<file path="config.mk">
export PLATFORM = sky130hd
export DESIGN_NAME = instr_encoder_flat
export DESIGN_NICKNAME = d
export VERILOG_FILES = /design/src/rtl/instr_pkg.sv /design/src/rtl/instr_encoder_if.sv /design/src/rtl/instr_pack.sv /design/src/rtl/instr_encoder.sv /design/src/flat_wrapper.sv
export SDC_FILE = /design/constraint.sdc
export NUM_CORES = 1
export LEC_CHECK = 0
export CORE_MARGIN = 4
export CORE_UTILIZATION = 41
export DETAILED_ROUTE_END_ITERATION = 10
export DONT_BUFFER_PORTS = 1
export PLACE_DENSITY = 0.63
export SYNTH_ARGS = -nofsm -noshare
export SYNTH_HDL_FRONTEND = slang
export SYNTH_SLANG_ARGS = --single-unit
</file>
<file path="constraint.sdc">
create_clock -name clk -period 1.99 [get_ports clk]
set_input_delay 0.2985 -clock clk [delete_from_list [all_inputs] [get_ports clk]]
set_output_delay 0.2985 -clock clk [all_outputs]
set_load 0.1 [all_outputs]
</file>
<file path="src/rtl/instr_pkg.sv">
// instr_pkg
//   Shared definitions for MIPS-style instruction words: format codes, field
//   bit positions and the field bundle consumed by the encoder. The pipeline's
//   field decoder slices instructions with the same constants, so encode and
//   decode cannot drift apart.
package instr_pkg;

  localparam int INSTR_W = 32;

  // Format codes carried on in_fmt
  localparam logic [1:0] FMT_R   = 2'b00;
  localparam logic [1:0] FMT_I   = 2'b01;
  localparam logic [1:0] FMT_J   = 2'b10;
  localparam logic [1:0] FMT_ILL = 2'b11;

  // Field bit positions inside a 32-bit instruction word
  localparam int OPC_HI   = 31;
  localparam int OPC_LO   = 26;
  localparam int RS_HI    = 25;
  localparam int RS_LO    = 21;
  localparam int RT_HI    = 20;
  localparam int RT_LO    = 16;
  localparam int RD_HI    = 15;
  localparam int RD_LO    = 11;
  localparam int SHAMT_HI = 10;
  localparam int SHAMT_LO = 6;
  localparam int FUNCT_HI = 5;
  localparam int FUNCT_LO = 0;
  localparam int IMM_HI   = 15;
  localparam int IMM_LO   = 0;
  localparam int JADDR_HI = 25;
  localparam int JADDR_LO = 0;

  // Discrete fields of one instruction, before packing
  typedef struct packed {
    logic [5:0]  opcode;
    logic [4:0]  rs;
    logic [4:0]  rt;
    logic [4:0]  rd;
    logic [4:0]  shamt;
    logic [5:0]  funct;
    logic [15:0] imm;
    logic [25:0] jump;
  } instr_fields_t;

endpackage

</file>
<file path="src/rtl/instr_encoder_if.sv">
// instr_encoder_if
//   Field-bundle input handshake, encoded-word output handshake and status
//   signals of the instruction encoder.
//   master : producer of field bundles / consumer of encoded words (loader side)
//   slave  : the encoder itself
//   Signals: clear, in_valid/in_ready, in_fmt, in_opcode, in_rs, in_rt, in_rd,
//            in_shamt, in_function, in_imm, in_jump, out_valid/out_ready,
//            out_instr, out_addr, err_illegal, full.
interface instr_encoder_if #(
  parameter int i_size = 32,
  parameter int DEPTH  = 16,
  parameter int ADDR_W = $clog2(DEPTH)
);
  logic              clear;
  logic              in_valid;
  logic              in_ready;
  logic [1:0]        in_fmt;
  logic [5:0]        in_opcode;
  logic [4:0]        in_rs;
  logic [4:0]        in_rt;
  logic [4:0]        in_rd;
  logic [4:0]        in_shamt;
  logic [5:0]        in_function;
  logic [15:0]       in_imm;
  logic [25:0]       in_jump;
  logic              out_valid;
  logic              out_ready;
  logic [i_size-1:0] out_instr;
  logic [ADDR_W-1:0] out_addr;
  logic              err_illegal;
  logic              full;

  modport master (
    output clear, in_valid, in_fmt, in_opcode, in_rs, in_rt, in_rd, in_shamt,
           in_function, in_imm, in_jump, out_ready,
    input  in_ready, out_valid, out_instr, out_addr, err_illegal, full
  );

  modport slave (
    input  clear, in_valid, in_fmt, in_opcode, in_rs, in_rt, in_rd, in_shamt,
           in_function, in_imm, in_jump, out_ready,
    output in_ready, out_valid, out_instr, out_addr, err_illegal, full
  );
endinterface

</file>
<file path="src/rtl/instr_pack.sv">
// instr_pack
//   Purely combinational packer: format code + discrete fields -> 32-bit word.
//   Ports:
//     i_fmt    format code (R/I/J/illegal)
//     i_fields field bundle
//     o_instr  packed instruction; all zeros for the illegal format
module instr_pack
  import instr_pkg::*;
(
  input  logic [1:0]         i_fmt,
  input  instr_fields_t      i_fields,
  output logic [INSTR_W-1:0] o_instr
);

  always_comb begin
    o_instr = '0;
    case (i_fmt)
      FMT_R: begin
        // Opcode stays zero for R format regardless of i_fields.opcode
        o_instr[RS_HI:RS_LO]       = i_fields.rs;
        o_instr[RT_HI:RT_LO]       = i_fields.rt;
        o_instr[RD_HI:RD_LO]       = i_fields.rd;
        o_instr[SHAMT_HI:SHAMT_LO] = i_fields.shamt;
        o_instr[FUNCT_HI:FUNCT_LO] = i_fields.funct;
      end
      FMT_I: begin
        o_instr[OPC_HI:OPC_LO] = i_fields.opcode;
        o_instr[RS_HI:RS_LO]   = i_fields.rs;
        o_instr[RT_HI:RT_LO]   = i_fields.rt;
        o_instr[IMM_HI:IMM_LO] = i_fields.imm;
      end
      FMT_J: begin
        o_instr[OPC_HI:OPC_LO]     = i_fields.opcode;
        o_instr[JADDR_HI:JADDR_LO] = i_fields.jump;
      end
      default: o_instr = '0;
    endcase
  end

endmodule

</file>
<file path="src/rtl/instr_encoder.sv">
// instr_encoder
//   Encodes R/I/J field bundles into 32-bit instruction words and streams them,
//   with sequential word addresses, to the instruction-memory loader. Intake
//   stops once DEPTH words have been issued; the block then sits in DONE with
//   full=1 until clear or reset.
//   Ports:
//     clk  rising-edge clock
//     rst  asynchronous active-low reset
//     bus  instr_encoder_if.slave: clear, input bundle handshake, output word
//          handshake (out_instr/out_addr), err_illegal pulse, full flag
module instr_encoder
  import instr_pkg::*;
#(
  parameter int i_size = 32,
  parameter int DEPTH  = 16,
  parameter int ADDR_W = $clog2(DEPTH)
) (
  input  logic            clk,
  input  logic            rst,
  instr_encoder_if.slave  bus
);

  localparam logic [0:0]      ST_LOAD = 1'b0;
  localparam logic [0:0]      ST_DONE = 1'b1;
  localparam logic [ADDR_W:0] CNT_MAX = (ADDR_W + 1)'(DEPTH);

  logic [0:0]        r_state;
  logic [ADDR_W:0]   r_issue_cnt;
  logic [ADDR_W-1:0] r_wr_ptr;
  logic              r_out_valid;
  logic [i_size-1:0] r_out_instr;
  logic [ADDR_W-1:0] r_out_addr;
  logic              r_err_illegal;

  instr_fields_t     w_fields;
  logic [INSTR_W-1:0] w_instr;
  logic              w_ready;
  logic              w_accept;
  logic              w_legal;
  logic              w_illegal;
  logic              w_out_hs;

  always_comb begin
    w_fields        = '0;
    w_fields.opcode = bus.in_opcode;
    w_fields.rs     = bus.in_rs;
    w_fields.rt     = bus.in_rt;
    w_fields.rd     = bus.in_rd;
    w_fields.shamt  = bus.in_shamt;
    w_fields.funct  = bus.in_function;
    w_fields.imm    = bus.in_imm;
    w_fields.jump   = bus.in_jump;
  end

  instr_pack u_pack (
    .i_fmt    (bus.in_fmt),
    .i_fields (w_fields),
    .o_instr  (w_instr)
  );

  // Ready passes out_ready straight through so a draining word can be replaced
  // in the same cycle; clear blocks intake so a concurrent bundle is kept.
  assign w_ready   = (r_state == ST_LOAD) && (r_issue_cnt < CNT_MAX) &&
                     (!r_out_valid || bus.out_ready) && !bus.clear;
  assign w_accept  = bus.in_valid && w_ready;
  assign w_legal   = w_accept && (bus.in_fmt != FMT_ILL);
  assign w_illegal = w_accept && (bus.in_fmt == FMT_ILL);
  assign w_out_hs  = r_out_valid && bus.out_ready;

  always_ff @(posedge clk or negedge rst) begin
    if (!rst) begin
      r_state       <= ST_LOAD;
      r_issue_cnt   <= '0;
      r_wr_ptr      <= '0;
      r_out_valid   <= 1'b0;
      r_out_instr   <= '0;
      r_out_addr    <= '0;
      r_err_illegal <= 1'b0;
    end else if (bus.clear) begin
      r_state       <= ST_LOAD;
      r_issue_cnt   <= '0;
      r_wr_ptr      <= '0;
      r_out_valid   <= 1'b0;
      r_err_illegal <= 1'b0;
    end else begin
      r_err_illegal <= w_illegal;
      if (w_legal) begin
        r_out_valid <= 1'b1;
        r_out_instr <= w_instr;
        r_out_addr  <= r_wr_ptr;
        r_wr_ptr    <= r_wr_ptr + ADDR_W'(1);
        r_issue_cnt <= r_issue_cnt + (ADDR_W + 1)'(1);
      end else if (w_out_hs) begin
        r_out_valid <= 1'b0;
      end
      // The final word leaving the output register completes the load
      if ((r_state == ST_LOAD) && w_out_hs && (r_issue_cnt == CNT_MAX))
        r_state <= ST_DONE;
    end
  end

  assign bus.in_ready    = w_ready;
  assign bus.out_valid   = r_out_valid;
  assign bus.out_instr   = r_out_instr;
  assign bus.out_addr    = r_out_addr;
  assign bus.err_illegal = r_err_illegal;
  assign bus.full        = (r_state == ST_DONE);

endmodule

</file>
<file path="src/flat_wrapper.sv">
// flat-port wrapper written by rule: the top's interface ports become plain ports
module instr_encoder_flat import instr_pkg::*;
#(
  parameter int i_size = 32,
  parameter int DEPTH  = 16,
  parameter int ADDR_W = $clog2(DEPTH)
)
  (clk, rst, bus_clear, bus_in_valid, bus_in_fmt, bus_in_opcode, bus_in_rs, bus_in_rt, bus_in_rd, bus_in_shamt, bus_in_function, bus_in_imm, bus_in_jump, bus_out_ready, bus_in_ready, bus_out_valid, bus_out_instr, bus_out_addr, bus_err_illegal, bus_full);
  instr_encoder_if #(.i_size(i_size), .DEPTH(DEPTH), .ADDR_W(ADDR_W)) bus_i ();
  input  logic clk;
  input  logic rst;
  input wire logic [$bits(bus_i.clear)-1:0] bus_clear;
  input wire logic [$bits(bus_i.in_valid)-1:0] bus_in_valid;
  input wire logic [$bits(bus_i.in_fmt)-1:0] bus_in_fmt;
  input wire logic [$bits(bus_i.in_opcode)-1:0] bus_in_opcode;
  input wire logic [$bits(bus_i.in_rs)-1:0] bus_in_rs;
  input wire logic [$bits(bus_i.in_rt)-1:0] bus_in_rt;
  input wire logic [$bits(bus_i.in_rd)-1:0] bus_in_rd;
  input wire logic [$bits(bus_i.in_shamt)-1:0] bus_in_shamt;
  input wire logic [$bits(bus_i.in_function)-1:0] bus_in_function;
  input wire logic [$bits(bus_i.in_imm)-1:0] bus_in_imm;
  input wire logic [$bits(bus_i.in_jump)-1:0] bus_in_jump;
  input wire logic [$bits(bus_i.out_ready)-1:0] bus_out_ready;
  output wire logic [$bits(bus_i.in_ready)-1:0] bus_in_ready;
  output wire logic [$bits(bus_i.out_valid)-1:0] bus_out_valid;
  output wire logic [$bits(bus_i.out_instr)-1:0] bus_out_instr;
  output wire logic [$bits(bus_i.out_addr)-1:0] bus_out_addr;
  output wire logic [$bits(bus_i.err_illegal)-1:0] bus_err_illegal;
  output wire logic [$bits(bus_i.full)-1:0] bus_full;
  assign bus_i.clear = bus_clear;
  assign bus_i.in_valid = bus_in_valid;
  assign bus_i.in_fmt = bus_in_fmt;
  assign bus_i.in_opcode = bus_in_opcode;
  assign bus_i.in_rs = bus_in_rs;
  assign bus_i.in_rt = bus_in_rt;
  assign bus_i.in_rd = bus_in_rd;
  assign bus_i.in_shamt = bus_in_shamt;
  assign bus_i.in_function = bus_in_function;
  assign bus_i.in_imm = bus_in_imm;
  assign bus_i.in_jump = bus_in_jump;
  assign bus_i.out_ready = bus_out_ready;
  assign bus_in_ready = bus_i.in_ready;
  assign bus_out_valid = bus_i.out_valid;
  assign bus_out_instr = bus_i.out_instr;
  assign bus_out_addr = bus_i.out_addr;
  assign bus_err_illegal = bus_i.err_illegal;
  assign bus_full = bus_i.full;
  instr_encoder #(.i_size(i_size), .DEPTH(DEPTH), .ADDR_W(ADDR_W)) u_core (.clk(clk), .rst(rst), .bus(bus_i));
endmodule
</file>
# Word-level counts from Yosys, hierarchy flattened
# Cells that the tools add are included.
dict set report classes {
  addsub 2
  multipliers 0
  n_div 0
  magnitude_cmp 1
  n_eq_ne 5
  shifts 0
  mux 12
  bitwise 2
  reduce_logical 18
}
# cell count
set op_table {}
lappend op_table {{26-bit case mux with 3 select lines} 1}
lappend op_table {{5-bit two-way mux} 2}
lappend op_table {{1-bit logical AND} 9}
lappend op_table {{4-bit two-way mux} 2}
lappend op_table {{1-bit two-way mux} 6}
lappend op_table {{6-bit two-way mux} 1}
lappend op_table {{5-bit by 1-bit adder with 5-bit output (second input constant)} 1}
lappend op_table {{5-bit == test (second input constant)} 1}
lappend op_table {{5-bit less-than comparator (second input constant)} 1}
lappend op_table {{4-bit by 1-bit adder with 4-bit output (second input constant)} 1}
lappend op_table {{2-bit == test (second input constant)} 2}
lappend op_table {{2-bit nonzero test} 2}
lappend op_table {{3-bit nonzero test} 1}
lappend op_table {{2-bit by 1-bit == test with 1-bit output (second input constant)} 1}
lappend op_table {{1-bit zero test} 2}
lappend op_table {{2-bit zero test} 1}
lappend op_table {{2-bit != test (second input constant)} 1}
lappend op_table {{1-bit NOT} 2}
lappend op_table {{2-bit AND reduction} 1}
lappend op_table {{2-bit OR reduction} 1}
lappend op_table {{1-bit logical OR} 1}
dict set report word_totals {
  regBits 48
  latchBits 0
  ram_bits 0
  mem_bits_ro 0
  in_bits 81
  mem_count 0
}

# Logic depth before layout (Yosys ltp)
dict set report logic_depth {
  ltp_word 8
  mapped_depth 7
  depth_no_buf 5
}

# Cells and area by module
# Synthesis repeated with hierarchy kept, for this count alone.
dict set report hier_totals {
  cells_unflattened 221
  hier_area_um2 2506.2
}
# module n_inst cells_each area_each_um2 seq_area_each_um2
set modules_own_cells {}
lappend modules_own_cells {instr_encoder 1 135 1966.9 1201.2}
lappend modules_own_cells {instr_pack 1 86 539.3 0.0}

# Least setup slack after synthesis
# No wires, ideal clock.
dict set report synth_path {
  path_type {reg2reg}
  start {register u_core.r_state, in the netlist u_core.bus.full}
  end {register u_core.r_err_illegal, in the netlist u_core.bus.err_illegal}
  arrival_time_ps 3012
  required_time_ps 1917
  setup_slack_ps -1095
  stages_incl_launch_ff 5
  period_less_slack_ps 3085
  path_cell_list {dfrtp_1 > or3_4 > buf_6 > nor2_1 > and3_1}
}
dict set report synth_via {
  elab_chain_len 7
}
# item line
set synth_lines {}
lappend synth_lines {{from (decl)} instr_encoder.sv:27} ;# logic [0:0] r_state;
lappend synth_lines {{from (signal assigned)} instr_encoder.sv:72} ;# r_state <= ST_LOAD;
lappend synth_lines {{from (signal assigned)} instr_encoder.sv:80} ;# r_state <= ST_LOAD;
lappend synth_lines {{from (signal assigned)} instr_encoder.sv:98} ;# r_state <= ST_DONE;
lappend synth_lines {{1-bit NOT} instr_encoder.sv:63} ;# assign w_ready = (r_state == ST_LOAD) && (r_issue_cnt < CNT_MAX) &&
lappend synth_lines {{1-bit logical AND (2 in series)} instr_encoder.sv:63}
lappend synth_lines {{1-bit logical AND} instr_encoder.sv:64} ;# (!r_out_valid || bus.out_ready) && !bus.clear;
lappend synth_lines {{via bus_in_ready} flat_wrapper.sv:24} ;# output wire logic [$bits(bus_i.in_ready)-1:0] bus_in_ready;
lappend synth_lines {{1-bit logical AND} instr_encoder.sv:65} ;# assign w_accept = bus.in_valid && w_ready;
lappend synth_lines {{1-bit logical AND} instr_encoder.sv:67} ;# assign w_illegal = w_accept && (bus.in_fmt == FMT_ILL);
lappend synth_lines {{1-bit two-way mux} instr_encoder.sv:79} ;# end else if (bus.clear) begin
lappend synth_lines {{to (signal assigned)} instr_encoder.sv:86} ;# r_err_illegal <= w_illegal;
lappend synth_lines {{to (decl)} instr_encoder.sv:33} ;# logic r_err_illegal;
# The timed path passes the listed nets, and every way through them passes these cells.
# A chain may end at the register's enable or synchronous reset.

# Worst setup path in the final report
dict set report layout_path {
  start {register u_core.r_state, in the netlist u_core.bus.full}
  end {output bus_in_ready}
}
dict set report layout_via {
  elab_chain_len 4
}
# item line
set layout_lines {}
lappend layout_lines {{1-bit NOT} instr_encoder.sv:63}
lappend layout_lines {{1-bit logical AND (2 in series)} instr_encoder.sv:63}
lappend layout_lines {{1-bit logical AND} instr_encoder.sv:64}
lappend layout_lines {{to (decl)} flat_wrapper.sv:24}
# Every way passes these cells.

==> results.yml <==
pwr:
  power.switching_fraction_pct: 45.3
  power_per_cell_area_nw_per_um2: 1140
  internal_power_uw: 1840
  total_switching_power_uw: 1520
  peakVddDrop_uv: 541
  p_leak_uw: 0.00133
  report.power.total_uw: 3360
  clkPwrFrac_pct: 24.6
  seqPwrFrac_pct: 49.9
  pwr-share-comb_pct: 25.5
synthesis:
  share_of_the_synthesized_area_in_the_top_cell_type_pct: 48.1
  synth_largest_area_cell: "sky130_fd_sc_hd__dfrtp_1"
  post_synth.cell_area_avg_sq_um: 11.1
  yosys_warnings: 0
  synth-seq-area-share_pct: 48.1
  synthTopCellsByArea: "sky130_fd_sc_hd__dfrtp_1 48%, sky130_fd_sc_hd__mux2_2 9.9%, sky130_fd_sc_hd__o31ai_1 8.4%, sky130_fd_sc_hd__a222oi_1 6.4%, sky130_fd_sc_hd__ha_1 4.0%"
  postSynthNetCount: 313
  yosys_register_bits: 48
  ys_types: 34
  synthCells: 224
  syn-cell-area_sq_um: 2500
detailed_routing:
  mean_routed_wirelength_per_cell_um: 19.4
  routed_wirelength_mm: 6.18
  initialDrtViolationCount: 133
  drc: 0
  detailedRoute.firstPassIterationCount: 4
  antenna_violating_nets_post_route: 0
  dr_vias: 1954
  drt-vias-per-instance: 6.13
sta:
  number_of_hold_slack_violations_in_the_final_timing_report: 0
  rsz0062_at_grt: "no"
  timing_max_transition_violations_final: 0
  finalWorstSetupSlack_ps: 82.5
  post-route-min-period_ps: 1910
  worst_slew_pin_slew_ps: 920
  fin_tns_setup_ps: 0
  worst_clock_skew_ps: 12.1
  relSlewSlack_pct: 38.6
  finalCritPeriodShare_pct: 95.9
  achievable_clock_frequency_mhz: 524
  setup_viol_count_final: 0
layout:
  antenna_cells: 0
  layout.cells.most_common_list: "46 x sky130_fd_sc_hd__dfrtp_1, 29 x sky130_fd_sc_hd__buf_4, 28 x sky130_fd_sc_hd__o31ai_1, 22 x sky130_fd_sc_hd__mux2_2, 19 x sky130_fd_sc_hd__nor2_1"
  fill_cells: 557
  fraction_of_layout_instances_using_a_drive_strength_above_1_pct: 28.7
  finalNetCount: 332
  syn_to_final_growth_pct: 18.3
  final_cells: 319
  layout_commonest_cell: "sky130_fd_sc_hd__dfrtp_1"
critical_path:
  critPathArrivalTime_ps: 1610
  critical_path.cell_chain: "or3_4, buf_12, nor2_4, buf_12"
  setup.worst_path.end_class: "output port"
  critical_path_required_ps: 1690
  cpMaxStageDelayCell: "sky130_fd_sc_hd__dfrtp_4"
  worstPathBufferInverterCount: 2
  critPathMaxStageDelay_ps: 490
  setup.worst_path.class: "register to output port"
  worst_r2r_endpoint: "u_core.bus.out_instr[11]"
  cp_common_cell: "sky130_fd_sc_hd__buf_12"
  critPathLaunchType: "register"
  cp-startpoint: "u_core.bus.full"
  rr_worst_depth: 5
  critPathMaxFanout: 4
  largest_delay_contributor_family_on_the_critical_path: "simple AND/OR/NAND/NOR gates"
  rr_startpoint: "u_core.bus.full"
  r2r_slack_ps: 90
clock_tree:
  numCtsBuffers: 5
  worst_skew_pair_latency_ps: 300
  clock_tree.root_cell: "sky130_fd_sc_hd__clkbuf_8"
  cts_num_sinks: 48
  cts.path.max_buffers: 2
  htreeDepth: 2
  tritoncts: "built"
  clk_pin_slew_worst_paths_ps: 90
worst_hold_path:
  timing.hold.worst.class: "input pin to register"
  min_path_cells: 1
  worst_hold_startpoint: "bus_clear"
  holdPathEnd: "u_core.r_wr_ptr[0]"
global_route:
  grt_pass1_wl_mm: 10.2
  grt_start_max_net_pins: 49
  initial_antenna_violation_count: 0
  groute.usage.overall_pct: 17.1
  first_global_vias: 2083
  global_route.overflow_total: 0
floorplanning:
  initial_core_util_pct: 42.2
  fp.coreArea_sq_um: 5920
  io_pins: 121
  rows: 28
  die_width_um: 86.0
  die_height_um: 86.0
  design.die.area_sq_um: 7400
place:
  detailed_place_hpwl_mm: 4.47
  routabilityCongestion: 0.739
  post-place-cells: 305
  preCtsSetupSlack_ps: 126
  numPortBuffers: 0
run:
  maxCapViolCount: 0
run_status:
  status: "completed"
-- flip-flops by register name, summed over array words and instances, names as in the netlist --
register,count
u_core.bus.out_instr,32
u_core.r_issue_cnt,5
u_core.bus.out_addr,4
u_core.r_wr_ptr,4
u_core.bus.err_illegal,1
u_core.bus.full,1
u_core.bus.out_valid,1
-- Yosys cell counts --
library cell,n
sky130_fd_sc_hd__inv_1,5
sky130_fd_sc_hd__nor2_1,20
sky130_fd_sc_hd__a41oi_1,2
sky130_fd_sc_hd__o22ai_1,1
sky130_fd_sc_hd__or3_4,1
sky130_fd_sc_hd__xnor2_1,1
sky130_fd_sc_hd__nand2_1,6
sky130_fd_sc_hd__buf_2,5
sky130_fd_sc_hd__o31ai_1,28
sky130_fd_sc_hd__clkbuf_1,12
sky130_fd_sc_hd__and3_1,1
sky130_fd_sc_hd__nor4_4,1
sky130_fd_sc_hd__mux2_1,1
sky130_fd_sc_hd__o21ai_0,7
sky130_fd_sc_hd__buf_1,2
sky130_fd_sc_hd__nor4bb_1,1
sky130_fd_sc_hd__nor2b_1,6
sky130_fd_sc_hd__a22o_1,3
sky130_fd_sc_hd__ha_1,8
sky130_fd_sc_hd__nor3_1,1
sky130_fd_sc_hd__buf_4,2
sky130_fd_sc_hd__a22oi_1,10
sky130_fd_sc_hd__or2_2,1
sky130_fd_sc_hd__a21oi_1,1
sky130_fd_sc_hd__a31oi_1,2
sky130_fd_sc_hd__a222oi_1,16
sky130_fd_sc_hd__nand4_1,1
sky130_fd_sc_hd__buf_6,1
sky130_fd_sc_hd__nor3_4,1
sky130_fd_sc_hd__nand2b_1,2
sky130_fd_sc_hd__dfrtp_1,48
sky130_fd_sc_hd__or4_1,1
sky130_fd_sc_hd__mux2_2,22
sky130_fd_sc_hd__nand3_1,4
-- per-stage QoR --
stage	util [%]	hold slack, ps	area (sq um)
5_1_grt	49.9	38.9	2960
3_3_place_gp	46.2	3.92	2740
6_report	49.9	58.3	2960
3_5_place_dp	46.2	3.73	2740
4_1_cts	49.5	41.9	2930
2_1_floorplan	-	2.91	2510
-- layer usage --
layer / part of all wire [%] / vias to the layer above / global-route usage (%)
met1: 41 / 950 / 20.9
li1: - / 906 / -
met3: 8.8 / 7 / 5.28
met2: 49 / 91 / 29.4
met4: 0.89 / 0 / 3.88
met5: 0 / - / 0
-- worst reg2reg max path, stage by stage, from the launching register on --
cell	delay (ps)
sky130_fd_sc_hd__dfrtp_4	490
sky130_fd_sc_hd__or3_4	390
sky130_fd_sc_hd__buf_4	170
sky130_fd_sc_hd__nor3_4	190
sky130_fd_sc_hd__buf_12	200
sky130_fd_sc_hd__mux2_2	350
-- kinds of logic after synthesis --
logic type / synth area share [%]
flops: 48.1
buf+inv: 4.91
fa+ha+maj: 4.01
mux: 10.4
compound gates: 21.9
xor+xnor: 0.351
simple gates: 10.3
-- what timing repair did --
action / CTS / global route
pin swaps: 1 / 1
resized for setup: 3 / 1
hold buffers: 2 / 0
endpoints found under the setup margin: 1 / 1
setup buffers: 1 / 3
endpoints found under the hold margin: 48 / 0
-- power by group through the flow --
stage          Clock, uW  Combinational [uW]  Sequential (uW)
6_report             825                 856             1670
5_1_grt              893                 907             1690
4_1_cts              850                 856             1680
3_5_place_dp           0                 822             1700
3_3_place_gp           0                 814             1690
2_1_floorplan          0                 277             2060
-- how the worst max path moves through the flow --
stage / end / cells past startpoint / slack, ps
floorplan: bus_in_ready / 3 / -10
global placement: u_core.bus.out_instr[0] / 4 / 170
detailed placement: u_core.bus.out_instr[11] / 4 / 130
CTS: bus_in_ready / 4 / 20
global route: bus_in_ready / 4 / 20
finish: bus_in_ready / 4 / 80
-- layout make-up --
cell class	instances	area [sq um]	area share, %
tap	75	93.8	3.18
clock buffer	6	72.6	2.46
clock inverter	2	60.1	2.03
sequential	48	1210	40.8
timing repair buffer	34	315	10.7
multi-input combinational	149	1190	40.2
inverter	5	18.8	0.635
Power figures use the tool's default switching activity.
